[src/rtl/mul_share_arbiter_pkg.sv]
// Shared constants, operand/product types and the tag-width helper for the
// shared 16x7 signed multiplier arbiter.
package mul_share_arbiter_pkg;

   localparam int MUL_A_W = 16;
   localparam int MUL_B_W = 7;
   localparam int MUL_P_W = 23;
   localparam int MUL_LAT = 4;

   typedef logic signed [MUL_A_W-1:0] mul_a_t;
   typedef logic signed [MUL_B_W-1:0] mul_b_t;
   typedef logic signed [MUL_P_W-1:0] mul_p_t;

   // Width needed to index n items, never less than one bit.
   function automatic int clog2_min1(input int n);
      int w;
      w = 32'sd0;
      for (int i = 0; i < 31; i++) begin
         if ((32'sd1 <<< i) < n) begin
            w = i + 32'sd1;
         end
      end
      return (w < 32'sd1) ? 32'sd1 : w;
   endfunction

endpackage

[src/rtl/mul_share_arbiter_if.sv]
// Requester and result bus of the shared multiplier arbiter.
interface mul_share_arbiter_if
   import mul_share_arbiter_pkg::*;
#(
   parameter int NUM_REQ = 4,
   parameter int TAG_W   = clog2_min1(NUM_REQ)
);

   logic [NUM_REQ-1:0]         req_en;
   logic [NUM_REQ-1:0]         req_valid;
   logic [NUM_REQ-1:0]         req_ready;
   logic [NUM_REQ*MUL_A_W-1:0] req_a;
   logic [NUM_REQ*MUL_B_W-1:0] req_b;
   logic                       res_valid;
   logic                       res_ready;
   logic [TAG_W-1:0]           res_tag;
   logic [MUL_P_W-1:0]         res_data;
   logic                       busy;

   modport slave (
      input  req_en, req_valid, req_a, req_b, res_ready,
      output req_ready, res_valid, res_tag, res_data, busy
   );

   modport master (
      output req_en, req_valid, req_a, req_b, res_ready,
      input  req_ready, res_valid, res_tag, res_data, busy
   );

endinterface

[src/rtl/mul_share_arbiter_mul_pipe.sv]
// Three-register signed 16x7 multiplier core; left unreset so it packs into
// a single DSP slice.
module mul_pipe_s16_s7
   import mul_share_arbiter_pkg::*;
(
   input  logic   clk,
   input  logic   ce,
   input  mul_a_t a,
   input  mul_b_t b,
   output mul_p_t p
);

   mul_a_t a_q;
   mul_b_t b_q;
   mul_p_t p1_q;
   mul_p_t p2_q;

   // Operand, product and product-pipeline registers, all held when ce is low.
   always_ff @(posedge clk) begin
      if (ce) begin
         a_q  <= a;
         b_q  <= b;
         p1_q <= mul_p_t'(a_q) * mul_p_t'(b_q);
         p2_q <= p1_q;
      end
   end

   assign p = p2_q;

endmodule

[src/rtl/mul_share_arbiter.sv]
// Round-robin sharing of one pipelined signed multiplier between NUM_REQ
// requesters; results return in issue order tagged with the requester index.
module mul_share_arbiter
   import mul_share_arbiter_pkg::*;
#(
   parameter int NUM_REQ = 4,
   parameter int TAG_W   = clog2_min1(NUM_REQ)
) (
   input  logic               clk,
   input  logic               reset,
   mul_share_arbiter_if.slave bus
);

   localparam int CHAIN = MUL_LAT - 1;

   logic               ce_s;
   logic               hs_s;
   logic [NUM_REQ-1:0] elig_s;
   logic [NUM_REQ-1:0] onehot_s;
   logic               gnt_any_s;
   logic [TAG_W-1:0]   gnt_idx_s;
   logic [TAG_W-1:0]   ptr_q;
   logic [TAG_W-1:0]   ptr_d;
   logic [CHAIN-1:0]   vld_q;
   logic [TAG_W-1:0]   tag_q [CHAIN];
   logic               res_valid_q;
   logic [TAG_W-1:0]   res_tag_q;
   mul_p_t             res_data_q;
   mul_a_t             mul_a_s;
   mul_b_t             mul_b_s;
   mul_p_t             mul_p_s;

   assign ce_s   = ~res_valid_q | bus.res_ready;
   assign elig_s = bus.req_valid & bus.req_en;

   // Round-robin search from the pointer; scanning downwards lets the
   // eligible requester nearest the pointer win the last assignment.
   always_comb begin
      int cand;
      cand      = 32'sd0;
      gnt_idx_s = '0;
      gnt_any_s = 1'b0;
      for (int off = NUM_REQ - 1; off >= 0; off--) begin
         cand      = int'(ptr_q) + off;
         cand      = (cand >= NUM_REQ) ? (cand - NUM_REQ) : cand;
         gnt_idx_s = elig_s[cand] ? TAG_W'(cand) : gnt_idx_s;
         gnt_any_s = gnt_any_s | elig_s[cand];
      end
   end

   assign hs_s     = gnt_any_s & ce_s & reset;
   assign onehot_s = {{(NUM_REQ-1){1'b0}}, 1'b1} << gnt_idx_s;

   // Grant output, pointer advance and operand mux for the winning requester.
   always_comb begin
      bus.req_ready = '0;
      ptr_d         = ptr_q;
      mul_a_s       = bus.req_a[int'(gnt_idx_s)*MUL_A_W +: MUL_A_W];
      mul_b_s       = bus.req_b[int'(gnt_idx_s)*MUL_B_W +: MUL_B_W];
      if (hs_s) begin
         bus.req_ready = onehot_s;
         ptr_d         = (gnt_idx_s == TAG_W'(NUM_REQ - 1)) ? '0 : gnt_idx_s + TAG_W'(32'd1);
      end else begin
         bus.req_ready = '0;
         ptr_d         = ptr_q;
      end
   end

   mul_pipe_s16_s7 u_mul (
      .clk (clk),
      .ce  (ce_s),
      .a   (mul_a_s),
      .b   (mul_b_s),
      .p   (mul_p_s)
   );

   // Pointer, valid/tag chain alongside the multiplier, and the output register.
   always_ff @(posedge clk) begin
      if (!reset) begin
         ptr_q       <= '0;
         vld_q       <= '0;
         res_valid_q <= 1'b0;
         res_tag_q   <= '0;
         res_data_q  <= '0;
         for (int i = 0; i < CHAIN; i++) begin
            tag_q[i] <= '0;
         end
      end else begin
         ptr_q <= ptr_d;
         if (ce_s) begin
            vld_q    <= {vld_q[CHAIN-2:0], hs_s};
            tag_q[0] <= gnt_idx_s;
            for (int i = 1; i < CHAIN; i++) begin
               tag_q[i] <= tag_q[i-1];
            end
            res_valid_q <= vld_q[CHAIN-1];
            res_tag_q   <= tag_q[CHAIN-1];
            res_data_q  <= mul_p_s;
         end
      end
   end

   assign bus.res_valid = res_valid_q;
   assign bus.res_tag   = res_tag_q;
   assign bus.res_data  = res_data_q;
   assign bus.busy      = (|vld_q) | res_valid_q;

endmodule
[src/flat_wrapper.sv]
// flat-port wrapper written by rule: the top's interface ports become plain ports
module mul_share_arbiter_flat import mul_share_arbiter_pkg::*;
#(
   parameter int NUM_REQ = 4,
   parameter int TAG_W   = clog2_min1(NUM_REQ)
)
  (clk, reset, bus_req_en, bus_req_valid, bus_req_a, bus_req_b, bus_res_ready, bus_req_ready, bus_res_valid, bus_res_tag, bus_res_data, bus_busy);
  mul_share_arbiter_if #(.NUM_REQ(NUM_REQ), .TAG_W(TAG_W)) bus_i ();
  input  logic clk;
  input  logic reset;
  input wire logic [$bits(bus_i.req_en)-1:0] bus_req_en;
  input wire logic [$bits(bus_i.req_valid)-1:0] bus_req_valid;
  input wire logic [$bits(bus_i.req_a)-1:0] bus_req_a;
  input wire logic [$bits(bus_i.req_b)-1:0] bus_req_b;
  input wire logic [$bits(bus_i.res_ready)-1:0] bus_res_ready;
  output wire logic [$bits(bus_i.req_ready)-1:0] bus_req_ready;
  output wire logic [$bits(bus_i.res_valid)-1:0] bus_res_valid;
  output wire logic [$bits(bus_i.res_tag)-1:0] bus_res_tag;
  output wire logic [$bits(bus_i.res_data)-1:0] bus_res_data;
  output wire logic [$bits(bus_i.busy)-1:0] bus_busy;
  assign bus_i.req_en = bus_req_en;
  assign bus_i.req_valid = bus_req_valid;
  assign bus_i.req_a = bus_req_a;
  assign bus_i.req_b = bus_req_b;
  assign bus_i.res_ready = bus_res_ready;
  assign bus_req_ready = bus_i.req_ready;
  assign bus_res_valid = bus_i.res_valid;
  assign bus_res_tag = bus_i.res_tag;
  assign bus_res_data = bus_i.res_data;
  assign bus_busy = bus_i.busy;
  mul_share_arbiter #(.NUM_REQ(NUM_REQ), .TAG_W(TAG_W)) u_core (.clk(clk), .reset(reset), .bus(bus_i));
endmodule
[config.mk]
export PLATFORM = sky130hd
export DESIGN_NAME = mul_share_arbiter_flat
export DESIGN_NICKNAME = d
export VERILOG_FILES = /design/src/rtl/mul_share_arbiter_pkg.sv /design/src/rtl/mul_share_arbiter_if.sv /design/src/rtl/mul_share_arbiter_mul_pipe.sv /design/src/rtl/mul_share_arbiter.sv /design/src/flat_wrapper.sv
export SDC_FILE = /design/constraint.sdc
export NUM_CORES = 1
export LEC_CHECK = 0
export CAP_MARGIN = 10
export CORE_MARGIN = 2
export CORE_UTILIZATION = 59
export CTS_CLUSTER_DIAMETER = 120
export DETAILED_ROUTE_END_ITERATION = 8
export DONT_BUFFER_PORTS = 1
export GPL_TIMING_DRIVEN = 0
export PLACE_DENSITY = 0.84
export SLEW_MARGIN = 20
export SYNTH_ARGS = -nofsm -noshare
export SYNTH_HDL_FRONTEND = slang
export SYNTH_HIERARCHICAL = 1
export SYNTH_SLANG_ARGS = --single-unit
[constraint.sdc]
create_clock -name clk -period 4.5 [get_ports clk]
set_clock_uncertainty 0.05 [all_clocks]
set_input_delay 0.9 -clock clk [delete_from_list [all_inputs] [get_ports clk]]
set_output_delay 0.9 -clock clk [all_outputs]
set_load 0.03 [all_outputs]
==> results.cfg, run 1 <==
[clock_network]
clock_latency_on_the_worst_skew_pair_ps = 360
cts_tree = built
clock_sinks = 106
path_clk_slew_ps = 80
cts-buffers-inserted = 9
clock-root-buffer = sky130_fd_sc_hd__clkbuf_16
max-clock-path-buffers = 2
htreeDepth = 3

[placed_design]
dpl.cell_count = 1034
dp_hpwl_um = 14200
place_ws_ps = -503
gp_congestion = 0.946
placement.io_buffers = 0

[logic_synthesis]
synth_enable_flop_cells = 75
synthesis.yosys.warnings = 6
synth_area_um2 = 8490
ys_top_cells_by_count = sky130_fd_sc_hd__nand2_1 (158), sky130_fd_sc_hd__inv_1 (110), sky130_fd_sc_hd__and2_1 (84), sky130_fd_sc_hd__fa_1 (84), sky130_fd_sc_hd__edfxtp_1 (75)
synth_area_leaders = sky130_fd_sc_hd__edfxtp_1 (27%), sky130_fd_sc_hd__fa_1 (20%), sky130_fd_sc_hd__dfxtp_1 (7.3%)
yosysMostFrequentCell = sky130_fd_sc_hd__nand2_1
ys_types = 64
synth.net_count = 1087
flip_flop_cell_with_the_highest_count_after_synthesis = sky130_fd_sc_hd__edfxtp_1
synth_seq_area_share = 0.338
post_synth_inst_count = 853
synth_largest_type_area_fraction = 0.265
avg_cell_area_syn_um2 = 9.96
ys_ff_latch = 106
post-synth-top-area-cell = sky130_fd_sc_hd__edfxtp_1
asyncSetResetFlopFracSynth = 0

[setup_path]
path_depth = 17
critical_path_peak_fanout = 4
critPathBufInv = 6
worstPathArrival_ps = 4710
critical_path.endpoint = u_core/u_mul/p1_q[14]
critical_path.startpoint_type = flop
crit_start = u_core/u_mul/b_q[1]
timing_worst_setup_path_type = flop to flop
r2r_slack_ps = -150
critical_path.cell_chain = buf_6 -> buf_12 -> buf_4 -> and2_1 -> fa_1 -> ha_1 -> ha_1 -> inv_1 -> fa_1 -> inv_1 -> ha_1 -> a211oi_4 -> o21ai_4 -> buf_4 -> a21boi_4 -> nor3_1 -> or3b_1
critPathTopFamily = adder cells
worst-endpoint-required_ps = 4560
crit-reg2reg-launch = u_core/u_mul/b_q[1]
worst_stage_delay_on_the_critical_path_ps = 530
most_prevalent_standard_cell_on_the_critical_path = sky130_fd_sc_hd__ha_1
cp_max_delay_cell = sky130_fd_sc_hd__fa_1
kind_of_capture_point_of_the_worst_setup_path = flop
ff2ff_path_depth = 17
r2r_end = u_core/u_mul/p1_q[14]

[route]
first_iter_violations = 557
routed_length_per_instance_um = 20.1
drt_pass1_iterations = 6
detail-route-antenna-nets = 0
vias_per_cell = 5.98
detail_route.drc_violations = 0
postRouteWirelength_um = 22000
vias = 6552

[sta]
worst-slew-pin-transition_ps = 698
timing.max_slew.rel_slack = 0.529
postLayoutSetupSlackWorst_ps = -152
slew_violations = 0
grt_setup_unrepaired = true
timing.final.crit_share = 1.03
finalSetupViolations = 6
fmax_mhz = 215
report.final.hold_viol_count = 0
fin_setup_tns_ps = -375
period_needed_ps = 4650

[global_routing]
grt_start_max_net_pins = 52
via_count_of_the_first_global_routing_pass = 6551
grt_pass1_wl_um = 32000
globalRoute.totalOverflow = 0
grt_antenna_before_repair = 0
grt.total_usage = 0.276

[floorplanning]
overall_die_area_um2 = 15400
dieWidth_um = 124
rows = 43
io_pins = 134
initial_core_util = 0.607
die_height_um = 124
design.core.area_um2 = 14000

[cells_and_area]
final_layout_size_suffix_gt1_frac = 0.196
n_antenna_cell = 0
nets = 1144
fin_cells = 1095
post_layout_util = 0.712
area_delta_synth_final_pct = 17.3

[run_status]
violations = setup timing
run_status = complete, but fails checks

[hold_path]
worstHoldPathType = flop to flop
worst_hold_path.num_cells = 0

[flow_run]
cap_violations = 0
[metal layers]
metal | GRT usage | up-vias | share of wire
li1 | - | 2942 | -
met1 | 0.318 | 3150 | 0.36
met2 | 0.504 | 380 | 0.52
met3 | 0.0504 | 80 | 0.078
met4 | 0.113 | 0 | 0.037
met5 | 0 | - | 0
[cell usage in the layout (no fill, tap or decap), types with 11 or more instances in the layout]
cell,netlist,layout
sky130_fd_sc_hd__a21boi_0,28,27
sky130_fd_sc_hd__a21oi_1,35,30
sky130_fd_sc_hd__a32oi_1,15,14
sky130_fd_sc_hd__and2_1,84,73
sky130_fd_sc_hd__and2_4,0,11
sky130_fd_sc_hd__buf_4,3,40
sky130_fd_sc_hd__clkbuf_1,23,18
sky130_fd_sc_hd__dfxtp_1,31,31
sky130_fd_sc_hd__edfxtp_1,75,75
sky130_fd_sc_hd__fa_1,84,78
sky130_fd_sc_hd__ha_1,47,31
sky130_fd_sc_hd__ha_4,0,15
sky130_fd_sc_hd__inv_1,110,94
sky130_fd_sc_hd__inv_2,2,17
sky130_fd_sc_hd__nand2_1,158,157
sky130_fd_sc_hd__nor2_1,24,21
sky130_fd_sc_hd__xnor2_1,16,15
[state kept, by name (all words and copies together) (netlist names)]
register              count
u_core/u_mul/p1_q        23
u_core/vld_q              3
u_core/bus.res_data      23
u_core/tag_q              6
u_core/u_mul/b_q          7
u_core/bus.res_valid      1
u_core/u_mul/a_q         16
u_core/u_mul/p           23
u_core/ptr_q              2
u_core/bus.res_tag        2
[area by class of cell]
class,count,area [um^2]
Tap cell,180,225
Clock buffer,12,258
Multi-Input combinational cell,603,5520
Sequential cell,106,2870
Inverter,112,423
Timing Repair Buffer,46,397
Buffer,32,210
Clock inverter,4,57.6
Fill cell,929,4030
[kinds of logic after synthesis]
logic type      count (synthesis)  share of synthesized area
compound gates                146                      0.132
xor+xnor                       19                     0.0196
buf+inv                       144                     0.0673
fa+ha+maj                     131                      0.267
mux                             2                    0.00250
simple gates                  305                      0.173
flops                         106                      0.338
[stage by stage]
| step | hold WS [ps] | cell area (um^2) |
|---|---|---|
| after floorplan | 350 | 8550 |
| after global placement | 350 | 8780 |
| after detailed placement | 356 | 8800 |
| after CTS | 370 | 9730 |
| after global routing | 378 | 9960 |
| final | 369 | 9960 |
[worst min path at each step]
stage,from,slack (ps),endpoint
floorplan,u_core/u_mul/p1_q[0],350,u_core/u_mul/p[0]
global placement,u_core/u_mul/p1_q[13],350,u_core/u_mul/p[13]
detailed placement,u_core/u_mul/p1_q[12],360,u_core/u_mul/p[12]
CTS,u_core/u_mul/p1_q[12],370,u_core/u_mul/p[12]
global route,u_core/u_mul/p1_q[15],380,u_core/u_mul/p[15]
finish,u_core/u_mul/p1_q[12],370,u_core/u_mul/p[12]
[repair_timing]
| item | in CTS | in global routing |
|---|---|---|
| setup endpoints to repair | 14 | 11 |
| gates resized for setup | 68 | 49 |
| hold buffers | 0 | 0 |
| gates cloned | 1 | 0 |
| pin swaps | 67 | 20 |
| buffers inserted | 39 | 5 |
Power of run 1 is not shown: default switching activity piles up to over one toggle a cycle in this logic, so the estimate is an artifact.
==> run 2: changes to the inputs <==
- ABC_AREA: not set -> 1
==> results.cfg, run 2 <==
[run_status]
run_status = completed

[placed_design]
dp_hpwl_um = 16000
placement.io_buffers = 0
dpl.cell_count = 1443
gp_congestion = 0.914

[floorplanning]
io_pins = 134
rows = 46
initial_core_util = 0.597
overall_die_area_um2 = 16900
dieWidth_um = 130
die_height_um = 130
design.core.area_um2 = 15700

[logic_synthesis]
synth.net_count = 1460
synth_seq_area_share = 0.306
flip_flop_cell_with_the_highest_count_after_synthesis = sky130_fd_sc_hd__edfxtp_1
synth_area_leaders = sky130_fd_sc_hd__edfxtp_1 (24%), sky130_fd_sc_hd__fa_1 (18%), sky130_fd_sc_hd__nand2_1 (13%)
ys_ff_latch = 106
avg_cell_area_syn_um2 = 7.65
ys_top_cells_by_count = sky130_fd_sc_hd__nand2_1 (334), sky130_fd_sc_hd__inv_1 (332), sky130_fd_sc_hd__nand3_1 (145), sky130_fd_sc_hd__fa_1 (84), sky130_fd_sc_hd__edfxtp_1 (75)
post_synth_inst_count = 1226
synthesis.yosys.warnings = 6
post-synth-top-area-cell = sky130_fd_sc_hd__edfxtp_1
ys_types = 38
yosysMostFrequentCell = sky130_fd_sc_hd__nand2_1
asyncSetResetFlopFracSynth = 0
synth_largest_type_area_fraction = 0.240
synth_enable_flop_cells = 75
synth_area_um2 = 9380

[sta]
period_needed_ps = 4420
timing.final.crit_share = 0.981
fmax_mhz = 226
timing.max_slew.rel_slack = 0.383
slew_violations = 0
worst-slew-pin-transition_ps = 919
report.final.hold_viol_count = 0
finalSetupViolations = 0

[clock_network]
cts_tree = built
clock-root-buffer = sky130_fd_sc_hd__clkbuf_16
max-clock-path-buffers = 2
path_clk_slew_ps = 70
clock_sinks = 106
clock_latency_on_the_worst_skew_pair_ps = 350
htreeDepth = 3
cts-buffers-inserted = 9

[cells_and_area]
fin_cells = 1470
fillCellCount = 1260
n_antenna_cell = 0
area_delta_synth_final_pct = 11.6
most_used_cells_in_the_layout_excluding_fill_and_tap_cells = sky130_fd_sc_hd__inv_1 (329), sky130_fd_sc_hd__nand2_1 (325), sky130_fd_sc_hd__nand3_1 (141), sky130_fd_sc_hd__fa_1 (82), sky130_fd_sc_hd__edfxtp_1 (75)
final_common_cell = sky130_fd_sc_hd__inv_1
post_layout_util = 0.667
nets = 1483
final_layout_size_suffix_gt1_frac = 0.114

[global_routing]
grt_start_max_net_pins = 44
grt_pass1_wl_um = 32900
via_count_of_the_first_global_routing_pass = 7442
grt.total_usage = 0.248
globalRoute.totalOverflow = 0
grt_antenna_before_repair = 0

[setup_path]
crit-reg2reg-launch = u_core/u_mul/a_q[10]
ff2ff_path_depth = 14
kind_of_capture_point_of_the_worst_setup_path = flop
most_prevalent_standard_cell_on_the_critical_path = sky130_fd_sc_hd__fa_1
timing_worst_setup_path_type = flop to flop
critPathBufInv = 2
critical_path_peak_fanout = 6
worst_stage_delay_on_the_critical_path_ps = 580
critPathTopFamily = adder cells
r2r_slack_ps = 80
critical_path.cell_chain = or2_4 -> fa_1 -> fa_1 -> fa_1 -> inv_1 -> fa_1 -> ha_4 -> nand2_1 -> inv_1 -> nand2_2 -> nor3_4 -> nand3_2 -> nand3_1 -> nand2_1
worst-endpoint-required_ps = 4550
worstPathArrival_ps = 4460
cp_max_delay_cell = sky130_fd_sc_hd__fa_1
critical_path.startpoint_type = flop
r2r_end = u_core/u_mul/p1_q[22]

[hold_path]
hold_path_end = u_core/u_mul/p[13]
worstHoldPathType = flop to flop
worst_hold_path.num_cells = 0
timing.hold.worst.start = u_core/u_mul/p1_q[13]

[route]
postRouteWirelength_um = 20900
vias = 7599
drt_pass1_iterations = 5
vias_per_cell = 5.17
detail_route.drc_violations = 0
detail-route-antenna-nets = 0
routed_length_per_instance_um = 14.2
first_iter_violations = 503

[flow_run]
cap_violations = 0
[run 2: logic make-up after synthesis]
group,count (synthesis),share of synthesized area
DFF,106,0.306
xor gates and xnor gates,13,0.0121
AOI/OAI and AO/OA,30,0.0187
buffers and inverters,377,0.159
adders and majority gates,131,0.242
and+or+nand+nor,569,0.262
[run 2: final cells by class]
cell class / count / area (um^2) / area share
multi-input cells: 743 / 5330 / 0.509
flip-flops and latches: 106 / 2870 / 0.274
inverters: 337 / 1270 / 0.121
well taps: 216 / 270 / 0.0258
plain buffers: 35 / 251 / 0.0240
clock buffers: 10 / 250 / 0.0239
repair buffers: 17 / 151 / 0.0145
clock inverters: 6 / 78.8 / 0.00753
[run 2: how the worst max path moves through the flow]
stage | startpoint | slack, ps | cells after the start | end
after floorplan | u_core/u_mul/b_q[2] | 100 | 18 | u_core/u_mul/p1_q[20]
after detailed placement | u_core/u_mul/b_q[2] | -550 | 18 | u_core/u_mul/p1_q[20]
after CTS | u_core/u_mul/a_q[10] | 2 | 14 | u_core/u_mul/p1_q[22]
after global placement | u_core/u_mul/b_q[4] | -480 | 17 | u_core/u_mul/p1_q[17]
after global routing | u_core/u_mul/b_q[6] | -30 | 17 | u_core/u_mul/p1_q[22]
final | u_core/u_mul/a_q[10] | 80 | 14 | u_core/u_mul/p1_q[22]
[run 2: timing repair]
item / 4_1_cts / 5_1_grt
setup buffers: 8 / 8
setup endpoints to repair: 16 / 13
hold buffers: 0 / 0
pin swaps: 0 / 27
resized for setup: 20 / 71
[run 2: per-layer routing]
metal  part of all wire  track usage  up-vias  wire length (um)
li1                   -            -     3697                 -
met1               0.40        0.298     3492              8380
met2               0.51        0.444      354             10600
met3              0.063       0.0455       56              1320
met4              0.029       0.0949        0               604
met5                  0            0        -                 0
[run 2: per-stage QoR]
step	setup TNS [ps]	hold WS, ps	setup slack (ps)	area (um^2)
final	0	370	84.6	10500
after global routing	-103	371	-31.9	10500
after CTS	0	368	2.31	10100
after detailed placement	-5980	355	-554	9680
after global placement	-5040	351	-479	9650
after floorplan	0	350	99.9	9380
Power of run 2 is left out for the same reason.
==> run 3: changes to the inputs <==
- CORE_UTILIZATION: 59 -> 40
- PLACE_DENSITY: 0.84 -> 0.62
==> results.cfg, run 3 (synthesis results as in run 2) <==
[setup_path]
worst-endpoint-required_ps = 4540
path_depth = 21
crit-reg2reg-launch = u_core/u_mul/b_q[1]
critical_path.cell_chain = buf_6 -> buf_4 -> nand2_1 -> inv_1 -> fa_1 -> fa_1 -> fa_1 -> inv_1 -> fa_1 -> inv_1 -> ha_4 -> nand2_1 -> nand2_1 -> nand2_1 -> nand2_1 -> nand2_2 -> nand2_2 -> nand2_1 -> nand3_2 -> nand2_2 -> nand2_2
r2r_slack_ps = 90
worst_stage_delay_on_the_critical_path_ps = 540
cp_max_delay_cell = sky130_fd_sc_hd__fa_1
crit_start = u_core/u_mul/b_q[1]
ff2ff_path_depth = 21
r2r_end = u_core/u_mul/p1_q[22]
most_prevalent_standard_cell_on_the_critical_path = sky130_fd_sc_hd__nand2_1
critical_path.startpoint_type = flop
critPathBufInv = 5
kind_of_capture_point_of_the_worst_setup_path = flop
critPathTopFamily = adder cells
timing_worst_setup_path_type = flop to flop
critical_path_peak_fanout = 5
critical_path.endpoint = u_core/u_mul/p1_q[22]
worstPathArrival_ps = 4460

[cells_and_area]
nets = 1490
final_common_cell = sky130_fd_sc_hd__inv_1
final-seq-area_um2 = 2870
post_layout_util = 0.460
n_antenna_cell = 0
area_delta_synth_final_pct = 14.1
final_layout_size_suffix_gt1_frac = 0.138
multiInputGateArea_um2 = 5420
fillCellCount = 2349
most_used_cells_in_the_layout_excluding_fill_and_tap_cells = sky130_fd_sc_hd__inv_1 (321), sky130_fd_sc_hd__nand2_1 (312), sky130_fd_sc_hd__nand3_1 (138), sky130_fd_sc_hd__fa_1 (82), sky130_fd_sc_hd__edfxtp_1 (75)

[floorplanning]
design.core.area_um2 = 23300
die_height_um = 157
initial_core_util = 0.403
overall_die_area_um2 = 24700
io_pins = 134
rows = 56
dieWidth_um = 157

[route]
detail-route-antenna-nets = 0
postRouteWirelength_um = 20600
vias_per_cell = 4.61
detail_route.drc_violations = 0
first_iter_violations = 383
routed_length_per_instance_um = 13.0
vias = 7276
drt_pass1_iterations = 5

[global_routing]
grt_antenna_before_repair = 0
grt.total_usage = 0.169
via_count_of_the_first_global_routing_pass = 7210
grt_start_max_net_pins = 42
grt_pass1_wl_um = 33500
globalRoute.totalOverflow = 0

[run_status]
run_status = completed

[placed_design]
dp_hpwl_um = 16400
gp_congestion = 0.877
place_ws_ps = -568
placement.io_buffers = 0

[clock_network]
max-clock-path-buffers = 2
htreeDepth = 3
clock_latency_on_the_worst_skew_pair_ps = 350
path_clk_slew_ps = 70
clock-root-buffer = sky130_fd_sc_hd__clkbuf_16
clock_sinks = 106
cts_hold_repair.buffers = 0
cts_tree = built
cts-buffers-inserted = 9

[flow_run]
cap_violations = 0

[sta]
report.final.hold_viol_count = 0
fmax_mhz = 227
timing.max_slew.rel_slack = 0.343
worst-slew-pin-transition_ps = 978
period_needed_ps = 4410
postLayoutSetupSlackWorst_ps = 87.5
timing.final.crit_share = 0.981
slew_violations = 0
finalSetupViolations = 0

[hold_path]
worstHoldPathType = flop to flop
## run 3: changes by cell type in the layout (fill, tap and decap cells not counted), moves of 3 or more
cell                      change
sky130_fd_sc_hd__buf_4        +8
sky130_fd_sc_hd__inv_1        -8
sky130_fd_sc_hd__inv_2        +8
sky130_fd_sc_hd__nand2_1     -13
sky130_fd_sc_hd__nand2_2      +8
sky130_fd_sc_hd__nand2_4      +5
sky130_fd_sc_hd__nand3_1      -3
sky130_fd_sc_hd__nand3_2      +3
## run 3: through the flow
stage                     instance area [um^2]  hold slack (ps)  cells  TNS [ps]
final                                    10700              367   1580         0
after global routing                     10700              372   1580      -108
after CTS                                10300              369   1568         0
after detailed placement                  9810              355   1546     -6250
after global placement                    9780              352   1545     -5730
after floorplan                           9380              350   1226         0
## run 3: layout make-up
type                    count  area share
clock buffers              10      0.0214
well taps                 319      0.0373
plain buffers              35      0.0234
clock inverters             6     0.00549
flip-flops and latches    106       0.268
repair buffers             24      0.0190
multi-input cells         743       0.507
inverters                 337       0.119
## run 3: worst min path at each step
stage | endpoint | cells past startpoint | start
2_1_floorplan | u_core/u_mul/p[0] | 0 | u_core/u_mul/p1_q[0]
3_3_place_gp | u_core/u_mul/p[10] | 0 | u_core/u_mul/p1_q[10]
3_5_place_dp | u_core/u_mul/p[21] | 0 | u_core/u_mul/p1_q[21]
4_1_cts | u_core/u_mul/p[16] | 0 | u_core/u_mul/p1_q[16]
5_1_grt | u_core/u_mul/p[20] | 0 | u_core/u_mul/p1_q[20]
6_report | u_core/u_mul/p[4] | 0 | u_core/u_mul/p1_q[4]
## run 3: what timing repair did
item,4_1_cts,5_1_grt
gates resized for setup,28,92
pin swaps,1,46
setup buffers,11,12
endpoints found under the setup margin,16,13
## run 3: routing by layer
layer	up-vias	GRT usage	share of wire
li1	3716	-	-
met1	3338	0.218	0.47
met2	203	0.297	0.48
met3	19	0.0267	0.040
met4	0	0.0429	0.016
met5	-	0	0
Power of run 3 is left out for the same reason.
